$ cat src/rtl/command_uart_tx.sv
// Six-button command transmitter: rising edges queue ASCII command codes that are sent as UART 8N1.
// Optional typematic repeat is compiled in with `define CMD_REPEAT_EN.
module command_uart_tx #(
  parameter int unsigned CLKS_PER_BIT  = 868,
  parameter int unsigned REPEAT_CYCLES = 10000000
) (
  input  logic       clk,
  input  logic       rst,
  input  logic       Up,
  input  logic       Down,
  input  logic       Left,
  input  logic       Right,
  input  logic       Reset,
  input  logic       userStart,
  output logic       tx,
  output logic       busy,
  output logic [7:0] scancode,
  output logic       done
);

  localparam logic [1:0] IDLE  = 2'd0;
  localparam logic [1:0] START = 2'd1;
  localparam logic [1:0] DATA  = 2'd2;
  localparam logic [1:0] STOP  = 2'd3;

  localparam int unsigned BW = (CLKS_PER_BIT > 1) ? $clog2(CLKS_PER_BIT) : 1;
  localparam logic [BW-1:0] BAUD_LAST = BW'(CLKS_PER_BIT - 1);

  if (CLKS_PER_BIT < 2) begin : g_cpb_check
    $error("CLKS_PER_BIT must be at least 2");
  end
  if (REPEAT_CYCLES < 1) begin : g_rep_check
    $error("REPEAT_CYCLES must be at least 1");
  end

  // Bit order: 0 Up, 1 Down, 2 Left, 3 Right, 4 Reset, 5 userStart.
  logic [5:0] btn;
  logic [5:0] prev_q;
  logic [5:0] rise;
  logic [5:0] set_req;
  logic [5:0] clr;
  logic [5:0] pending_q, pending_d;
  logic [5:0] sel;
  logic [7:0] sel_code;

  logic [1:0]    state_q, state_d;
  logic [BW-1:0] baud_q, baud_d;
  logic [2:0]    bit_q, bit_d;
  logic [7:0]    shift_q, shift_d;
  logic [7:0]    scancode_q, scancode_d;
  logic          tx_q, tx_d;

  assign btn  = {userStart, Reset, Right, Left, Down, Up};
  assign rise = btn & ~prev_q;

`ifdef CMD_REPEAT_EN
  localparam int unsigned RW = (REPEAT_CYCLES > 1) ? $clog2(REPEAT_CYCLES) : 1;
  localparam logic [RW-1:0] REP_LAST = RW'(REPEAT_CYCLES - 1);

  // A counter only arms on a real edge, so a button held through reset never repeats.
  logic [5:0]    armed_q;
  logic [RW-1:0] rep_cnt_q [6];
  logic [5:0]    rep_fire;

  always_comb begin
    rep_fire = '0;
    for (int i = 0; i < 6; i++) begin
      rep_fire[i] = armed_q[i] & btn[i] & (rep_cnt_q[i] == REP_LAST);
    end
  end

  always_ff @(posedge clk or posedge rst) begin
    if (rst) begin
      armed_q <= '0;
      for (int i = 0; i < 6; i++) begin
        rep_cnt_q[i] <= '0;
      end
    end else begin
      for (int i = 0; i < 6; i++) begin
        if (!btn[i]) begin
          armed_q[i]   <= 1'b0;
          rep_cnt_q[i] <= '0;
        end else if (rise[i]) begin
          armed_q[i]   <= 1'b1;
          rep_cnt_q[i] <= '0;
        end else if (armed_q[i]) begin
          if (rep_cnt_q[i] == REP_LAST) begin
            rep_cnt_q[i] <= '0;
          end else begin
            rep_cnt_q[i] <= rep_cnt_q[i] + RW'(1);
          end
        end
      end
    end
  end

  assign set_req = rise | rep_fire;
`else
  assign set_req = rise;
`endif

  // Fixed priority: Reset > userStart > Up > Down > Left > Right.
  always_comb begin
    sel      = '0;
    sel_code = 8'h00;
    if (pending_q[4]) begin
      sel[4]   = 1'b1;
      sel_code = 8'h72;
    end else if (pending_q[5]) begin
      sel[5]   = 1'b1;
      sel_code = 8'h71;
    end else if (pending_q[0]) begin
      sel[0]   = 1'b1;
      sel_code = 8'h77;
    end else if (pending_q[1]) begin
      sel[1]   = 1'b1;
      sel_code = 8'h73;
    end else if (pending_q[2]) begin
      sel[2]   = 1'b1;
      sel_code = 8'h61;
    end else if (pending_q[3]) begin
      sel[3]   = 1'b1;
      sel_code = 8'h64;
    end
  end

  always_comb begin
    state_d    = state_q;
    baud_d     = baud_q;
    bit_d      = bit_q;
    shift_d    = shift_q;
    scancode_d = scancode_q;
    tx_d       = tx_q;
    clr        = '0;
    case (state_q)
      IDLE: begin
        tx_d = 1'b1;
        if (|pending_q) begin
          shift_d    = sel_code;
          scancode_d = sel_code;
          clr        = sel;
          baud_d     = '0;
          tx_d       = 1'b0;
          state_d    = START;
        end
      end
      START: begin
        if (baud_q == BAUD_LAST) begin
          baud_d  = '0;
          bit_d   = 3'd0;
          tx_d    = shift_q[0];
          state_d = DATA;
        end else begin
          baud_d = baud_q + BW'(1);
        end
      end
      DATA: begin
        if (baud_q == BAUD_LAST) begin
          baud_d = '0;
          if (bit_q == 3'd7) begin
            tx_d    = 1'b1;
            state_d = STOP;
          end else begin
            bit_d   = bit_q + 3'd1;
            shift_d = {1'b0, shift_q[7:1]};
            tx_d    = shift_q[1];
          end
        end else begin
          baud_d = baud_q + BW'(1);
        end
      end
      STOP: begin
        if (baud_q == BAUD_LAST) begin
          baud_d  = '0;
          state_d = IDLE;
        end else begin
          baud_d = baud_q + BW'(1);
        end
      end
      default: begin
        tx_d    = 1'b1;
        state_d = IDLE;
      end
    endcase
    // A fresh edge on the bit being loaded keeps it pending.
    pending_d = (pending_q & ~clr) | set_req;
  end

  always_ff @(posedge clk or posedge rst) begin
    if (rst) begin
      state_q    <= IDLE;
      baud_q     <= '0;
      bit_q      <= 3'd0;
      shift_q    <= 8'h00;
      scancode_q <= 8'h00;
      tx_q       <= 1'b1;
      pending_q  <= '0;
      prev_q     <= '1;
    end else begin
      state_q    <= state_d;
      baud_q     <= baud_d;
      bit_q      <= bit_d;
      shift_q    <= shift_d;
      scancode_q <= scancode_d;
      tx_q       <= tx_d;
      pending_q  <= pending_d;
      prev_q     <= btn;
    end
  end

  assign tx       = tx_q;
  assign busy     = (state_q != IDLE);
  assign scancode = scancode_q;
  assign done     = (state_q == STOP) && (baud_q == BAUD_LAST);

endmodule

$ cat config.mk
export PLATFORM = sky130hd
export DESIGN_NAME = command_uart_tx
export DESIGN_NICKNAME = d
export VERILOG_FILES = /design/src/rtl/command_uart_tx.sv
export SDC_FILE = /design/constraint.sdc
export NUM_CORES = 1
export LEC_CHECK = 0
export BUFFER_PORTS_ARGS = -buffer_cell sky130_fd_sc_hd__clkbuf_2
export CAP_MARGIN = 25
export CORE_ASPECT_RATIO = 0.7
export CORE_MARGIN = 2
export CORE_UTILIZATION = 40
export DETAILED_ROUTE_END_ITERATION = 10
export GPL_ROUTABILITY_DRIVEN = 0
export PLACE_DENSITY = 0.57
export SYNTH_ARGS = -nofsm -noshare
export SYNTH_HDL_FRONTEND = slang
export SYNTH_SLANG_ARGS = --single-unit
$ cat constraint.sdc
create_clock -name clk -period 2.5 [get_ports clk]
set_input_delay 0.125 -clock clk [delete_from_list [all_inputs] [get_ports clk]]
set_output_delay 0.125 -clock clk [all_outputs]
set_load 0.01 [all_outputs]
== Word level (Yosys, flattened, before mapping) ==
Cells that the tools add are included.
Word-level totals
  memories: 0
  RAM bits: 0
  output and inout port bits: 11
  word-level logic and storage cells: 81
  input bits: 8
  bits in registers: 44
  memory bits (read-only): 0
  latch bits: 0
Cells by class
  $mul: 0
  div/mod/pow operators: 0
  multiplexer cells: 42
  $lt $le $gt $ge: 0
  bitwise gates (word level): 5
  reductions and logical operators: 13
  add/sub/neg operators: 2
  equality and inequality tests: 11
  shift-type cells: 0
Operators with widths (number)
  $mux W7: 6
  $mux W8: 3
  $mux W10: 2
  $pmux W10 S2: 1
  $pmux W8 S2: 1
  $and A6 B6 Y6: 2
  $mux W1: 12
  $mux W2: 6
  $mux W3: 4
  $mux W6: 2
  $ne A2 B2 Y1 const B: 6
  $not A6 Y6: 2
  $add A10 B1 Y10 const B: 1
  $eq A10 B10 Y1 const B: 1
  $mux W4: 2
  $pmux W2 S4: 1
  $reduce_and A4 Y1: 2
  $or A6 B6 Y6: 1
  $pmux W3 S2: 1
  $reduce_bool A2 Y1: 3
  $reduce_or A6 Y1: 1
  $reduce_and A5 Y1: 1
  $eq A2 B2 Y1 const B: 2
  $add A3 B1 Y3 const B: 1
  9 further kinds: 9

== Logic depth before layout (Yosys ltp) ==
  depth after elaboration: 11
  depth in mapped cells: 7
  depth with buffers taken out: 6

== Worst setup path after synthesis ==
No wires, ideal clock.
  kind: register to register
  start point: reg bit_q[0]
  end point: reg shift_q[0]
  setup time: 125 ps
  cell stages (with the launch flop): 7
  buffers on the path: 0
  slack: 663 ps
  clock period less this slack: 1837 ps
  data arrival time: 1712 ps
  data required time: 2375 ps
  cells stage by stage: dfrtp_1 ha_1 ha_1 nand2b_1 nor4_4 o21ai_2 mux2_2
Between the ends
  word-level cells in the longest chain between the ends: 3
RTL lines
  from (decl): RTL line 48  | logic [2:0] bit_q, bit_d;
  from (signal assigned): RTL line 202  | bit_q <= bit_d;
  $eq A3 B3 Y1: RTL line 160  | if (bit_q == 3'd7) begin
  $ne A2 B2 Y1 (no source line)
  $reduce_and A4 Y1 (no source line)
  to (signal assigned): RTL line 203  | shift_q <= shift_d;
  to (decl): RTL line 49  | logic [7:0] shift_q, shift_d;
Every way passes these cells.
A chain may end at the register's enable or synchronous reset.

== Final worst setup path ==
  start point: reg state_q[1]
  end point: reg shift_q[0]
Between the ends
  word-level cells in the longest chain between the ends: 3
  elaborated cells between the ends (all ways): 8
  classes of those cells: eq/ne (4); mux (1); reduce/logical (3)
RTL lines
  from (decl): RTL line 46  | logic [1:0] state_q, state_d;
  from (signal assigned): RTL line 200  | state_q <= state_d;
  $eq A2 B2 Y1 / $logic_not A2 Y1 (equally long branches): RTL line 135  | case (state_q)
  $ne A2 B2 Y1 (no source line) / $reduce_bool A2 Y1 (equally long branches)
  $reduce_and A4 Y1 (no source line)
Several ways; a longest one is shown, not always the timed one.

==> flow_metrics.py <==
metrics = {
    "synth": {
        "synth_compound_area_frac": 0.184,
        "synth_area_leader_cell": "dfrtp_1",
        "synth_cell_types": 47,
        "synth_top_family_by_area": "simple AND/OR/NAND/NOR gates",
        "syn_avg_cell_area_um2": 10.3,
        "synth_edf_count": 0,
        "synthTopCellsByArea": "dfrtp_1 (40%), dfstp_2 (8.9%), o21ai_0 (6.3%)",
        "ys_seq_area_frac": 0.489,
        "synth-seq-cells": 40,
        "synthFlopType": "dfrtp_1",
        "synthArstFlopShare": 1.00,
        "synthCells": 200,
        "synth_xor_xnor_area_share": 0,
        "synth.top_cell.area_share": 0.400,
        "ys_warn_count": 0,
        "syn_area_mm2": 0.00207,
        "synthMuxAreaShare": 0.0321,
        "synthSimpleGateAreaFrac": 0.192,
        "synthAdderAreaFrac": 0.0424,
    },
    "final_layout": {
        "fin_util": 0.485,
        "layout_common_cells": "dfrtp_1 (33), o21ai_0 (26), nand2_1 (23), clkbuf_2 (16), inv_1 (14)",
        "drive_gt1_frac": 0.235,
        "syn2layout_area_growth_pct": 14.8,
        "layout_commonest_cell": "dfrtp_1",
        "diodes": 0,
        "final_nets": 240,
    },
    "critical_path": {
        "r2r_start": "state_q[1]",
        "cpPeakStageDelay_ps": 420,
        "crit_arrival_ps": 2240,
        "cp-start-kind": "flop",
        "timing.critical_path.to": "shift_q[0]",
        "ff2ff_setup_slack_ps": 450,
        "crit_type": "flop to flop",
        "r2r_cells": 6,
        "cp.required_ps": 2680,
        "critical_path.slowest_cell": "dfrtp_1",
        "cp_max_fo": 9,
        "crit_chain": "inv_1 -> ha_1 -> nor3b_1 -> nand2_1 -> o21ai_2 -> mux2_2",
        "end_kind": "flop",
        "r2r_end": "shift_q[0]",
        "startpoint": "state_q[1]",
    },
    "timing": {
        "finalHoldViolations": 0,
        "setup_violations": 0,
        "setup_ws_ps": 445,
        "period_minus_slack_ps": 2050,
        "finalMaxSlewViolations": 0,
        "tightest_slew_ps": 513,
        "fin_crit_sh": 0.822,
        "fmax_mhz": 487,
        "setup-tns-final_ps": 0,
        "rsz0062_at_grt": "false",
        "relSlewSlack": 0.658,
        "finClkSkew_ps": 3.66,
    },
    "floorplanning": {
        "start_util": 0.423,
        "io_pins": 19,
        "die_x_um": 89.9,
        "fp.coreArea_mm2": 0.00489,
        "die_h_um": 64.1,
        "dieArea_mm2": 0.00576,
        "num_rows": 21,
    },
    "global_routing": {
        "grt_max_degree": 41,
        "grt_pass1_vias": 1352,
        "grt_pass1_wl_mm": 6.70,
        "grt.total_usage": 0.148,
        "antenna_found_initial": 0,
        "grt_overflow": 0,
    },
    "clocking": {
        "cts_tree": "built",
        "cts_made_buffers": 5,
        "clk_pin_slew_worst_paths_ps": 80,
        "cts_root_buffer": "clkbuf_8",
        "clk_latency_ps": 290,
        "cts_buffer_depth": 2,
        "cts_max_level": 2,
        "cts.sink_count": 40,
    },
    "routing": {
        "highest_layer": "met4",
        "drtIter0Drc": 78,
        "ant_nets": 0,
        "wl_per_cell_um": 13.9,
        "drt_pass1_iterations": 4,
        "drc": 0,
        "route.met2.wl_mm": 1.60,
        "via_per_inst": 5.12,
        "wirelength_mm": 4.09,
        "drt-met1-wl_mm": 2.28,
        "met3_length_um": 162,
        "vias": 1511,
    },
    "power": {
        "p_leak_nw": 1.07,
        "power_density_mw_per_mm2": 514,
        "power.total_w": 0.00122,
        "irDropWorstVdd_mv": 0.308,
    },
    "worst_hold_path": {
        "hp-class": "input port to flop",
        "worstHoldPathCells": 2,
    },
    "place": {
        "port_buffers": 16,
        "hpwl_mm": 2.90,
        "pre_cts_ws_ps": 480,
    },
    "flow_run": {
        "maxCapViolCount": 0,
    },
    "status": {
        "status": "complete, no violations",
    },
}
layout make-up:
class                      instances  area (um2)
clock buffer                       5        68.8
clock inverter                     3        42.5
fill                             474        2520
inverter                          14        52.6
multi-input combinational        138         938
sequential                        40        1010
tap                               69        86.3
timing repair buffer              26         173
sequential cells by signal (all words and copies together), names as in the netlist:
register and cells:
baud_q 10, shift_q 7, pending_q 6, prev_q 6, scancode 5, bit_q 3
state_q 2, tx 1
Yosys cell counts, types with 2 or more instances:
cell type,instances
and2_1,2
o21ai_0,26
clkbuf_1,3
clkbuf_8,2
a22o_1,5
nor3b_1,2
nor2_1,11
or3_4,2
o311ai_1,3
nand2_1,23
dfstp_2,7
buf_4,4
nand2b_1,2
and3_1,2
ha_1,7
nor3_1,4
mux2_2,5
or3_1,2
nor4_1,3
dfrtp_1,33
nand3_1,11
o31ai_1,2
o31ai_4,2
inv_1,14
routing by layer:
metal  up-vias  GRT usage
met5         -          0
met4         0     0.0462
met3         4     0.0401
met2        37      0.201
met1       705      0.228
li1        765          -
how the worst min path moves through the flow:
| stage | startpoint | end | slack [ps] |
|---|---|---|---|
| 2_1_floorplan | Up | prev_q[0] | 130 |
| 3_3_place_gp | Up | prev_q[0] | 230 |
| 3_5_place_dp | Up | prev_q[0] | 230 |
| 4_1_cts | Up | prev_q[0] | 460 |
| 5_1_grt | Left | prev_q[2] | 460 |
| 6_report | Down | prev_q[1] | 470 |
cell families after synthesis:
group	count (synthesis)
AO/OA/AOI/OAI	52
buffers and inverters	23
other	1
adder cells (fa/ha/maj)	7
AND/OR/NAND/NOR	71
flip-flops	40
multiplexers	6
where the power goes:
group	switching (W)	internal, W	leakage, nW
clock	0.000236	0.000295	0.0541
combinational	0.0000186	0.0000128	0.562
sequential	0.000000962	0.000655	0.452
total	0.000255	0.000963	1.07
per-stage QoR:
step                hold WS (ps)  std cells  cell area, um2
floorplan                    129        201            2070
global placement             225        280            2190
finish                       470        295            2370
CTS                          458        295            2370
detailed placement           226        280            2190
global route                 464        295            2370
repair_timing:
item | in CTS | in global routing
hold buffers | 7 | 0
endpoints found under the hold margin | 39 | 0
gates resized for setup | 0 | 0
buffers inserted | 0 | 0
endpoints found under the setup margin | 0 | 0
worst max-delay path: cells and delay by family (launching register included):
family | cells | cell delay, ps
adders and majority gates | 1 | 300
and+or+nand+nor | 2 | 510
AOI/OAI and AO/OA | 1 | 230
DFF | 1 | 420
buffers and inverters | 1 | 110
muxes | 1 | 380
Note: power is estimated with default switching activity, not from simulation.
